$ cat src/rtl/stopwatch_pkg.sv
// Shared types and constants for the stopwatch mode controller.
// Latency: n/a (declarations only).
// Backpressure: n/a.
package stopwatch_pkg;

    typedef enum logic [1:0] {
        ST_IDLE    = 2'b00,
        ST_RUNNING = 2'b01,
        ST_PAUSED  = 2'b10,
        ST_ALARM   = 2'b11
    } state_t;

    localparam logic MODE_UP   = 1'b0;
    localparam logic MODE_DOWN = 1'b1;

endpackage

$ cat src/rtl/stopwatch_count_core.sv
// Up/down tick counter with load and terminal detection (MAX_COUNT up, 0 down).
// Latency: count updates one cycle after load/en; terminal_hit is combinational on en.
// Backpressure: none; load has priority over en.
module stopwatch_count_core
    import stopwatch_pkg::*;
#(
    parameter int CNT_W     = 16,
    parameter int MAX_COUNT = 5999
) (
    input  logic             clk,
    input  logic             reset,
    input  logic             load,
    input  logic [CNT_W-1:0] load_val,
    input  logic             en,
    input  logic             dir,
    output logic [CNT_W-1:0] count,
    output logic             terminal_hit
);

    localparam logic [CNT_W-1:0] TERM_UP = CNT_W'(MAX_COUNT);
    localparam logic [CNT_W-1:0] ONE     = CNT_W'(1);

    logic [CNT_W-1:0] count_q;
    logic [CNT_W-1:0] count_d;
    logic [CNT_W-1:0] step_val;
    logic [CNT_W-1:0] term_val;

    // Next count and terminal detection; terminal is judged on the stepped value
    // so the owning FSM can leave RUNNING on the same edge, which also prevents wrap.
    always_comb begin
        step_val     = (dir == MODE_DOWN) ? (count_q - ONE) : (count_q + ONE);
        term_val     = (dir == MODE_DOWN) ? '0 : TERM_UP;
        terminal_hit = en && (step_val == term_val);
        count_d      = count_q;
        if (load) begin
            count_d = load_val;
        end else if (en) begin
            count_d = step_val;
        end
    end

    // Count register.
    always_ff @(posedge clk or posedge reset) begin
        if (reset) begin
            count_q <= '0;
        end else begin
            count_q <= count_d;
        end
    end

    assign count = count_q;

endmodule

$ cat src/rtl/stopwatch_mode_controller.sv
// Stopwatch run/pause/clear/alarm FSM with up/down count, self-ending alarm, optional lap (LAP_CAPTURE_EN).
// Latency: one cycle from key/tick pulse to registered output change; decoded outputs come from state flops.
// Backpressure: none; keys resolved by priority C > B > A > D, only the highest legal key acts.
module stopwatch_mode_controller
    import stopwatch_pkg::*;
#(
    parameter int CNT_W       = 16,
    parameter int MAX_COUNT   = 5999,
    parameter int ALARM_TICKS = 300
) (
    input  logic             clk,
    input  logic             reset,
    input  logic             tick_pulse,
    input  logic             key_a_pulse,
    input  logic             key_b_pulse,
    input  logic             key_c_pulse,
    input  logic             key_d_pulse,
    input  logic             mode_down,
    input  logic [CNT_W-1:0] preset_in,
    output logic [CNT_W-1:0] count_out,
    output logic [CNT_W-1:0] lap_out,
    output logic             lap_hold_out,
    output logic             run_en_out,
    output logic             alarm_active_out,
    output logic             mode_down_out,
    output logic [1:0]       state_out
);

    // One spare bit so the timer can always reach ALARM_TICKS without wrapping first.
    localparam int AT_W = $clog2(ALARM_TICKS + 1) + 1;
    localparam logic [AT_W-1:0] ALARM_LIM = AT_W'(ALARM_TICKS);
    localparam logic [AT_W-1:0] AT_ONE    = AT_W'(1);

    state_t           state_q, state_d;
    logic             mode_q, mode_d;
    logic [AT_W-1:0]  timer_q, timer_d, timer_inc;
    logic             core_load;
    logic [CNT_W-1:0] core_load_val;
    logic [CNT_W-1:0] count;
    logic             tick_run;
    logic             terminal_hit;
    logic             alarm_done;
    logic             d_act;

    assign tick_run   = (state_q == ST_RUNNING) && tick_pulse;
    assign timer_inc  = timer_q + AT_ONE;
    // ALARM_TICKS of zero disables the timeout entirely.
    assign alarm_done = (ALARM_TICKS != 0) && tick_pulse && (timer_inc == ALARM_LIM);

    stopwatch_count_core #(
        .CNT_W     (CNT_W),
        .MAX_COUNT (MAX_COUNT)
    ) u_core (
        .clk          (clk),
        .reset        (reset),
        .load         (core_load),
        .load_val     (core_load_val),
        .en           (tick_run),
        .dir          (mode_q),
        .count        (count),
        .terminal_hit (terminal_hit)
    );

    // Next state, counter load, mode latch, alarm timer and lap-key qualification.
    always_comb begin
        state_d       = state_q;
        mode_d        = mode_q;
        timer_d       = '0;
        core_load     = 1'b0;
        core_load_val = '0;
        d_act         = 1'b0;
        case (state_q)
            ST_IDLE: begin
                mode_d = mode_down;
                // A zero preset in down mode would alarm instantly, so A is ignored.
                if (key_a_pulse && ((mode_down == MODE_UP) || (preset_in != '0))) begin
                    state_d       = ST_RUNNING;
                    core_load     = 1'b1;
                    core_load_val = (mode_down == MODE_DOWN) ? preset_in : '0;
                end
            end
            ST_RUNNING: begin
                if (key_c_pulse) begin
                    state_d = ST_IDLE;
                end else begin
                    // Terminal beats pause; the tick is applied either way.
                    if (terminal_hit) begin
                        state_d = ST_ALARM;
                    end else if (key_b_pulse) begin
                        state_d = ST_PAUSED;
                    end
                    d_act = key_d_pulse && !key_b_pulse;
                end
            end
            ST_PAUSED: begin
                if (key_c_pulse) begin
                    state_d = ST_IDLE;
                end else if (key_a_pulse) begin
                    state_d = ST_RUNNING;
                end else begin
                    d_act = key_d_pulse;
                end
            end
            ST_ALARM: begin
                timer_d = tick_pulse ? timer_inc : timer_q;
                if (key_c_pulse || alarm_done) begin
                    state_d = ST_IDLE;
                end else begin
                    d_act = key_d_pulse;
                end
            end
            default: begin
                state_d = ST_IDLE;
            end
        endcase
        // Every path into (or staying in) IDLE zeroes the count on the same edge.
        if (state_d == ST_IDLE) begin
            core_load     = 1'b1;
            core_load_val = '0;
        end
    end

    // FSM, mode latch and alarm timer registers.
    always_ff @(posedge clk or posedge reset) begin
        if (reset) begin
            state_q <= ST_IDLE;
            mode_q  <= MODE_UP;
            timer_q <= '0;
        end else begin
            state_q <= state_d;
            mode_q  <= mode_d;
            timer_q <= timer_d;
        end
    end

`ifdef LAP_CAPTURE_EN
    logic [CNT_W-1:0] lap_q, lap_d;
    logic             hold_q, hold_d;

    // Lap capture takes the pre-tick count; D while holding releases in any state.
    always_comb begin
        lap_d  = lap_q;
        hold_d = hold_q;
        if (state_d == ST_IDLE) begin
            lap_d  = '0;
            hold_d = 1'b0;
        end else if (d_act) begin
            if (hold_q) begin
                hold_d = 1'b0;
            end else if (state_q == ST_RUNNING) begin
                lap_d  = count;
                hold_d = 1'b1;
            end
        end
    end

    // Lap registers.
    always_ff @(posedge clk or posedge reset) begin
        if (reset) begin
            lap_q  <= '0;
            hold_q <= 1'b0;
        end else begin
            lap_q  <= lap_d;
            hold_q <= hold_d;
        end
    end

    assign lap_out      = lap_q;
    assign lap_hold_out = hold_q;
`else
    logic lap_unused;
    assign lap_unused   = key_d_pulse ^ d_act;
    assign lap_out      = '0;
    assign lap_hold_out = 1'b0;
`endif

    assign count_out        = count;
    assign run_en_out       = (state_q == ST_RUNNING);
    assign alarm_active_out = (state_q == ST_ALARM);
    assign mode_down_out    = mode_q;
    assign state_out        = state_q;

endmodule

$ cat config.mk
export PLATFORM = sky130hd
export DESIGN_NAME = stopwatch_mode_controller
export DESIGN_NICKNAME = d
export VERILOG_FILES = /design/src/rtl/stopwatch_pkg.sv /design/src/rtl/stopwatch_count_core.sv /design/src/rtl/stopwatch_mode_controller.sv
export SDC_FILE = /design/constraint.sdc
export NUM_CORES = 1
export LEC_CHECK = 0
export CAP_MARGIN = 20
export CORE_ASPECT_RATIO = 2
export CORE_UTILIZATION = 26
export DETAILED_ROUTE_END_ITERATION = 10
export PLACE_DENSITY = 0.43
export REMOVE_ABC_BUFFERS = 1
export SYNTH_ARGS = -nofsm -noshare
export SYNTH_HDL_FRONTEND = slang
export SYNTH_HIERARCHICAL = 1
export SYNTH_SLANG_ARGS = --single-unit
$ cat constraint.sdc
create_clock -name clk -period 4.4 [get_ports clk]
set_clock_uncertainty 0.2 [all_clocks]
set_input_delay 0.88 -clock clk [delete_from_list [all_inputs] [get_ports clk]]
set_output_delay 0.88 -clock clk [all_outputs]
set_load 0.02 [all_outputs]
## Word level (Yosys, flattened, before mapping)

Cells that the tools add are included.

- Flip-flop bits (word level): 29
- Bits of input ports: 24
- Output and inout bits: 38
- Word-level logic and storage cells: 45

- Add/subtract/negate cells: 3
- Equality and inequality tests: 6
- Multiplexer cells: 21
- Bitwise gates (word level): 1
- Reduce and logical (&&, ||, !) cells: 10

Operator list:

| cell | number |
|---|---|
| $mux 16 | 7 |
| $mux 10 | 2 |
| $add 16x1->16 const B | 1 |
| $eq 16x16->1 | 1 |
| $reduce_bool 16->1 | 1 |
| $sub 16x1->16 const B | 1 |
| $mux 2 | 7 |
| $mux 13 | 1 |
| $add 10x1->10 const B | 1 |
| $eq 10x9->1 const B | 1 |
| $pmux 2 s4 | 1 |
| $eq 2x2->1 const B | 2 |
| $logic_and 1x1->1 | 4 |
| $logic_not 2->1 | 2 |
| $mux 1 | 3 |
| $eq 2x1->1 const B | 1 |
| $logic_or 1x1->1 | 2 |
| $ne 2x2->1 const B | 1 |
| $reduce_bool 2->1 | 1 |
| $not 1->1 | 1 |

## Depth between registers and ports, before layout

- Depth after elaboration: 10
- Depth in mapped cells: 13
- Gate-level depth less buffers: 12

## Hierarchy

Netlist, hierarchy kept.

By module, submodules not included:

| module | instances | cells each | area an instance (um^2) | sequential area each (um^2) |
|---|---|---|---|---|
| stopwatch_count_core | 1 | 185 | 1544.0 | 400.4 |
| stopwatch_mode_controller | 1 | 125 | 1066.0 | 325.3 |

## Least setup slack after synthesis

OpenSTA, ideal clock, no wires.

- Path type: reg-to-reg
- Start point: register mode_q, in the netlist mode_down_out
- End point: register state_q[0], in the netlist state_out[0]
- Library setup time: 87 ps
- Arrival time: 3825 ps
- Required time: 4113 ps
- Setup slack: 288 ps
- Stages on the path, launching flop included: 13
- Path buffers: 0
- Period minus slack after synthesis: 4112 ps
- Path through: dfrtp_1 > ha_1 > a211oi_1 > o21ai_0 > a31oi_1 > o21ai_1 > xnor2_1 > or4b_1 > a2111o_1 > a2111oi_2 > o21ai_0 > and3_2 > a22oi_1

- Cells in the longest elaborated chain, start to end: 6
- Elaborated cells between the ends (all ways): 7
- Those cells by class: 1 x eq/ne; 5 x mux; 1 x reduce/logical

RTL lines:

| element | RTL line | source |
|---|---|---|
| start: declaration | stopwatch_mode_controller.sv:35 | `logic mode_q, mode_d;` |
| start signal: assignment | stopwatch_mode_controller.sv:131 | `mode_q <= mode_d;` |
| $mux 16 / $mux 13 (equally long branches) | stopwatch_count_core.sv:31, stopwatch_count_core.sv:32 |  |
| $eq 16x16->1 * | stopwatch_count_core.sv:33 | `terminal_hit = en && (step_val == term_val);` |
| $logic_and 1x1->1 * | stopwatch_count_core.sv:33 |  |
| via terminal_hit | stopwatch_mode_controller.sv:41 | `logic terminal_hit;` |
| $mux 2 * | stopwatch_mode_controller.sv:87 | `if (terminal_hit) begin` |
| $mux 2 * | stopwatch_mode_controller.sv:83 | `if (key_c_pulse) begin` |
| $pmux 2 s4 * | stopwatch_mode_controller.sv:72 | `case (state_q)` |
| via state_d[0] | stopwatch_mode_controller.sv:34 | `state_t state_q, state_d;` |
| end signal: assignment | stopwatch_mode_controller.sv:130 | `state_q <= state_d;` |
| end: declaration | stopwatch_mode_controller.sv:34 |  |

Mark *: on every way through the listed nets, which the timed path passes. The rest lies on a longest branch.
A chain may end at the register's enable or synchronous reset.

## Final worst setup path

Ends and elaborated chain as after synthesis.

==> flow_metrics.env <==
export IMPL_result_of_the_run="complete, no violations"
export IMPL_antennaDiodeCount=0
export IMPL_rows=51
export IMPL_finalHoldViolations=0
export IMPL_static_leakage_uw=0.00139
export IMPL_grt_busiest_layer="met2"
export IMPL_routed_len_inst_um=14.4
export IMPL_grtUsageMet2=0.297
export IMPL_htreeDepth=2
export IMPL_number_of_buffers_inserted_during_clock_tree_synthesis=5
export IMPL_port_buffer_count=43
export IMPL_critical_path_required_ps=4390
export IMPL_ctsRootBufferMaster="sky130_fd_sc_hd__clkbuf_16"
export IMPL_final_layout_size_suffix_gt1_frac=0.133
export IMPL_gp_weighted_congestion=0.844
export IMPL_maxSlewViolCount=0
export IMPL_placed_cells=486
export IMPL_drt_antenna_violating_nets=0
export IMPL_finalSetupTns_ps=0
export IMPL_initial_drc_count=59
export IMPL_worstHoldPathType="register to register"
export IMPL_worst_setup_hold_path_clk_slew_ps=50
export IMPL_seq_total_area_yosys=0.278
export IMPL_dr_pass1_iters=4
export IMPL_critPathCaptureType="register"
export IMPL_fin_ws_ps=237
export IMPL_drcViolationCount=0
export IMPL_globalRouteMet3Util=0.0133
export IMPL_design_power_total_uw=1580
export IMPL_tritoncts="built"
export IMPL_vias_per_cell=4.71
export IMPL_achievable_frequency_ghz=0.240
export IMPL_grt_setup_unrepaired="no"
export IMPL_synth_seq_cells=29
export IMPL_cap_viol_max_count=0
export IMPL_worst_pin_slew_ps=764
export IMPL_period_needed_ps=4160
export IMPL_tritoncts_num_sinks=29
export IMPL_syn_inst=310
export IMPL_grt_met1_usage=0.143
export IMPL_critPathLaunchType="register"
export IMPL_antenna_found_initial=0
export IMPL_die_area_sq_um=10500
export IMPL_clock_latency_at_the_later_pin_of_the_worst_skew_pair_ps=270
export IMPL_yosysWarningCount=6
export IMPL_synthArstFlopShare=1.00
export IMPL_synth_edff_count=0
export IMPL_die_height_um=144
export IMPL_rrSetupSlack_ps=240
export IMPL_cts_hold_buf=0
export IMPL_vias_in_the_first_global_route=2410
export IMPL_wp_data_arrival_ps=4150
export IMPL_synth_area_per_cell_sq_um=8.42
export IMPL_floorplan_initialDensity=0.267
export IMPL_floorplan_io_pins=62
export IMPL_yosys_cell_count_top_type="sky130_fd_sc_hd__nand2_1"
export IMPL_max_clock_path_buffers=2
export IMPL_pwr_density_cell_nw_per_um2=473
export IMPL_groute_usage_overall=0.147
export IMPL_final_min_period_over_clock_period=0.946
export IMPL_vdd_drop_max_mv=0.305
export IMPL_postSynth_topFlopCell="sky130_fd_sc_hd__dfrtp_1"
export IMPL_place_hpwl_um=5920
export IMPL_die_w_um=72.8
export IMPL_synth_area_leaders="sky130_fd_sc_hd__dfrtp_1 (28%), sky130_fd_sc_hd__ha_1 (7.7%), sky130_fd_sc_hd__o21ai_0 (5.4%), sky130_fd_sc_hd__nand2_1 (5.3%), sky130_fd_sc_hd__buf_4 (5.2%)"
export IMPL_grt_start_max_net_pins=19
export IMPL_synth_cell_type_count=55
export IMPL_grt_pass1_wl_um=11600
export IMPL_placed_area_sq_um=3180
export IMPL_nNetsFinal=402
export IMPL_area_growth_synth_to_final_pct=28.0
export IMPL_post_synth_most_frequent_cells="sky130_fd_sc_hd__nand2_1 (37), sky130_fd_sc_hd__dfrtp_1 (29), sky130_fd_sc_hd__o21ai_0 (28)"
export IMPL_criticalPathCategory="register to register"
export IMPL_post_synth_instance_area_sq_um=2610
export IMPL_final_area_sq_um=3340
export IMPL_gr_total_overflow=0
export IMPL_preCtsSetupSlack_ps=138
export IMPL_worst_path_max_fanout=13
export IMPL_routed_wirelength_um=7110
export IMPL_setup_viol=0
export IMPL_final_cell_count_no_fill=494
export IMPL_route_vias_total=2327
export IMPL_timing_max_slew_rel_slack=0.484
export IMPL_synth_largest_type_area_fraction=0.278
export IMPL_synth_largest_area_cell="sky130_fd_sc_hd__dfrtp_1"
export IMPL_postCtsSetupRepairBufs=0
export IMPL_core_area_sq_um=9760
[worst max-delay path: stages (launching register included)]
cell and delay, ps:
sky130_fd_sc_hd__dfrtp_2 470, sky130_fd_sc_hd__buf_4 180, sky130_fd_sc_hd__buf_4 190, sky130_fd_sc_hd__ha_1 360, sky130_fd_sc_hd__nand2_1 110, sky130_fd_sc_hd__a21oi_1 70, sky130_fd_sc_hd__a2111oi_4 400, sky130_fd_sc_hd__xnor2_1 140
sky130_fd_sc_hd__or4b_1 510, sky130_fd_sc_hd__a2111o_1 460, sky130_fd_sc_hd__a2111oi_4 380, sky130_fd_sc_hd__buf_4 180, sky130_fd_sc_hd__o21ai_0 80, sky130_fd_sc_hd__and3_2 210, sky130_fd_sc_hd__a22oi_1 140
[per-layer routing]
metal	wire length, um	up-vias
met1	2590	1095
li1	-	1173
met4	193	0
met2	4160	49
met5	0	-
met3	159	10
[sequential cells by signal, summed over array words and instances, names as in the netlist]
register / cells
mode_down_out: 1
state_out: 2
timer_q: 10
u_core/count: 16
[power breakdown]
group          internal (uW)  leakage, uW  switching [uW]
sequential               301     0.000394            40.9
combinational            398     0.000921             520
clock                    207    0.0000706             115
[cell usage in the layout, fill, tap and decap left out, drive strengths merged, types with 2 or more instances in the layout]
master,n
a2111oi,2
a211oi,4
a21o,4
a21oi,13
a31oi,4
and2,18
and3,4
buf,12
clkbuf,6
clkdlybuf4s50,43
clkinv,2
conb,17
dfrtp,29
ha,16
inv,9
mux2i,12
nand2,37
nand2b,2
nand3,12
nand4,4
nand4b,3
nor2,20
nor3,5
nor4,3
nor4b,2
o211ai,2
o21a,3
o21ai,29
o21bai,2
or3,3
or4,2
xnor2,14
xor2,10
[metrics by stage]
| stage | hold WS, ps | util |
|---|---|---|
| 3_3_place_gp | 363 | 0.326 |
| 3_5_place_dp | 381 | 0.326 |
| 4_1_cts | 396 | 0.340 |
| 6_report | 399 | 0.342 |
| 5_1_grt | 434 | 0.342 |
| 2_1_floorplan | 331 | - |
[cells by family (layout without fill, tap and decap cells)]
| kind of cell | after synthesis | after routing | synth area share |
|---|---|---|---|
| AND/OR/NAND/NOR | 121 | 121 | 0.249 |
| AO/OA/AOI/OAI | 69 | 69 | 0.176 |
| buffers and inverters | 36 | 72 | 0.0805 |
| flip-flops | 29 | 29 | 0.278 |
| XOR/XNOR | 24 | 24 | 0.0805 |
| adder cells (fa/ha/maj) | 17 | 17 | 0.0844 |
| multiplexers | 13 | 13 | 0.0503 |
| other | 1 | 17 | 0.00144 |
[path summary, 6_finish.rpt]
path	startpoint	to	cells after the start
setup / recovery	mode_down_out	state_out[0]	14
hold / removal	timer_q[9]	timer_q[9]	2
setup reg to reg	mode_down_out	state_out[0]	14
hold reg to reg	timer_q[9]	timer_q[9]	2
max in group asynchronous	reset	u_core/count[12]	2
min in group asynchronous	reset	mode_down_out	2
[repair_timing]
item / CTS / global route
hold endpoints to repair: 0 / 0
resized for setup: 0 / 3
endpoints found under the setup margin: 0 / 2
[layout make-up]
type,instances,area [sq um]
Clock buffer,6,129
Clock inverter,2,10.0
Fill cell,1022,6420
Inverter,9,33.8
Multi-Input combinational cell,261,1760
Sequential cell,29,727
Tap cell,132,165
Timing Repair Buffer,55,520
Power figures use the tool's default switching activity.
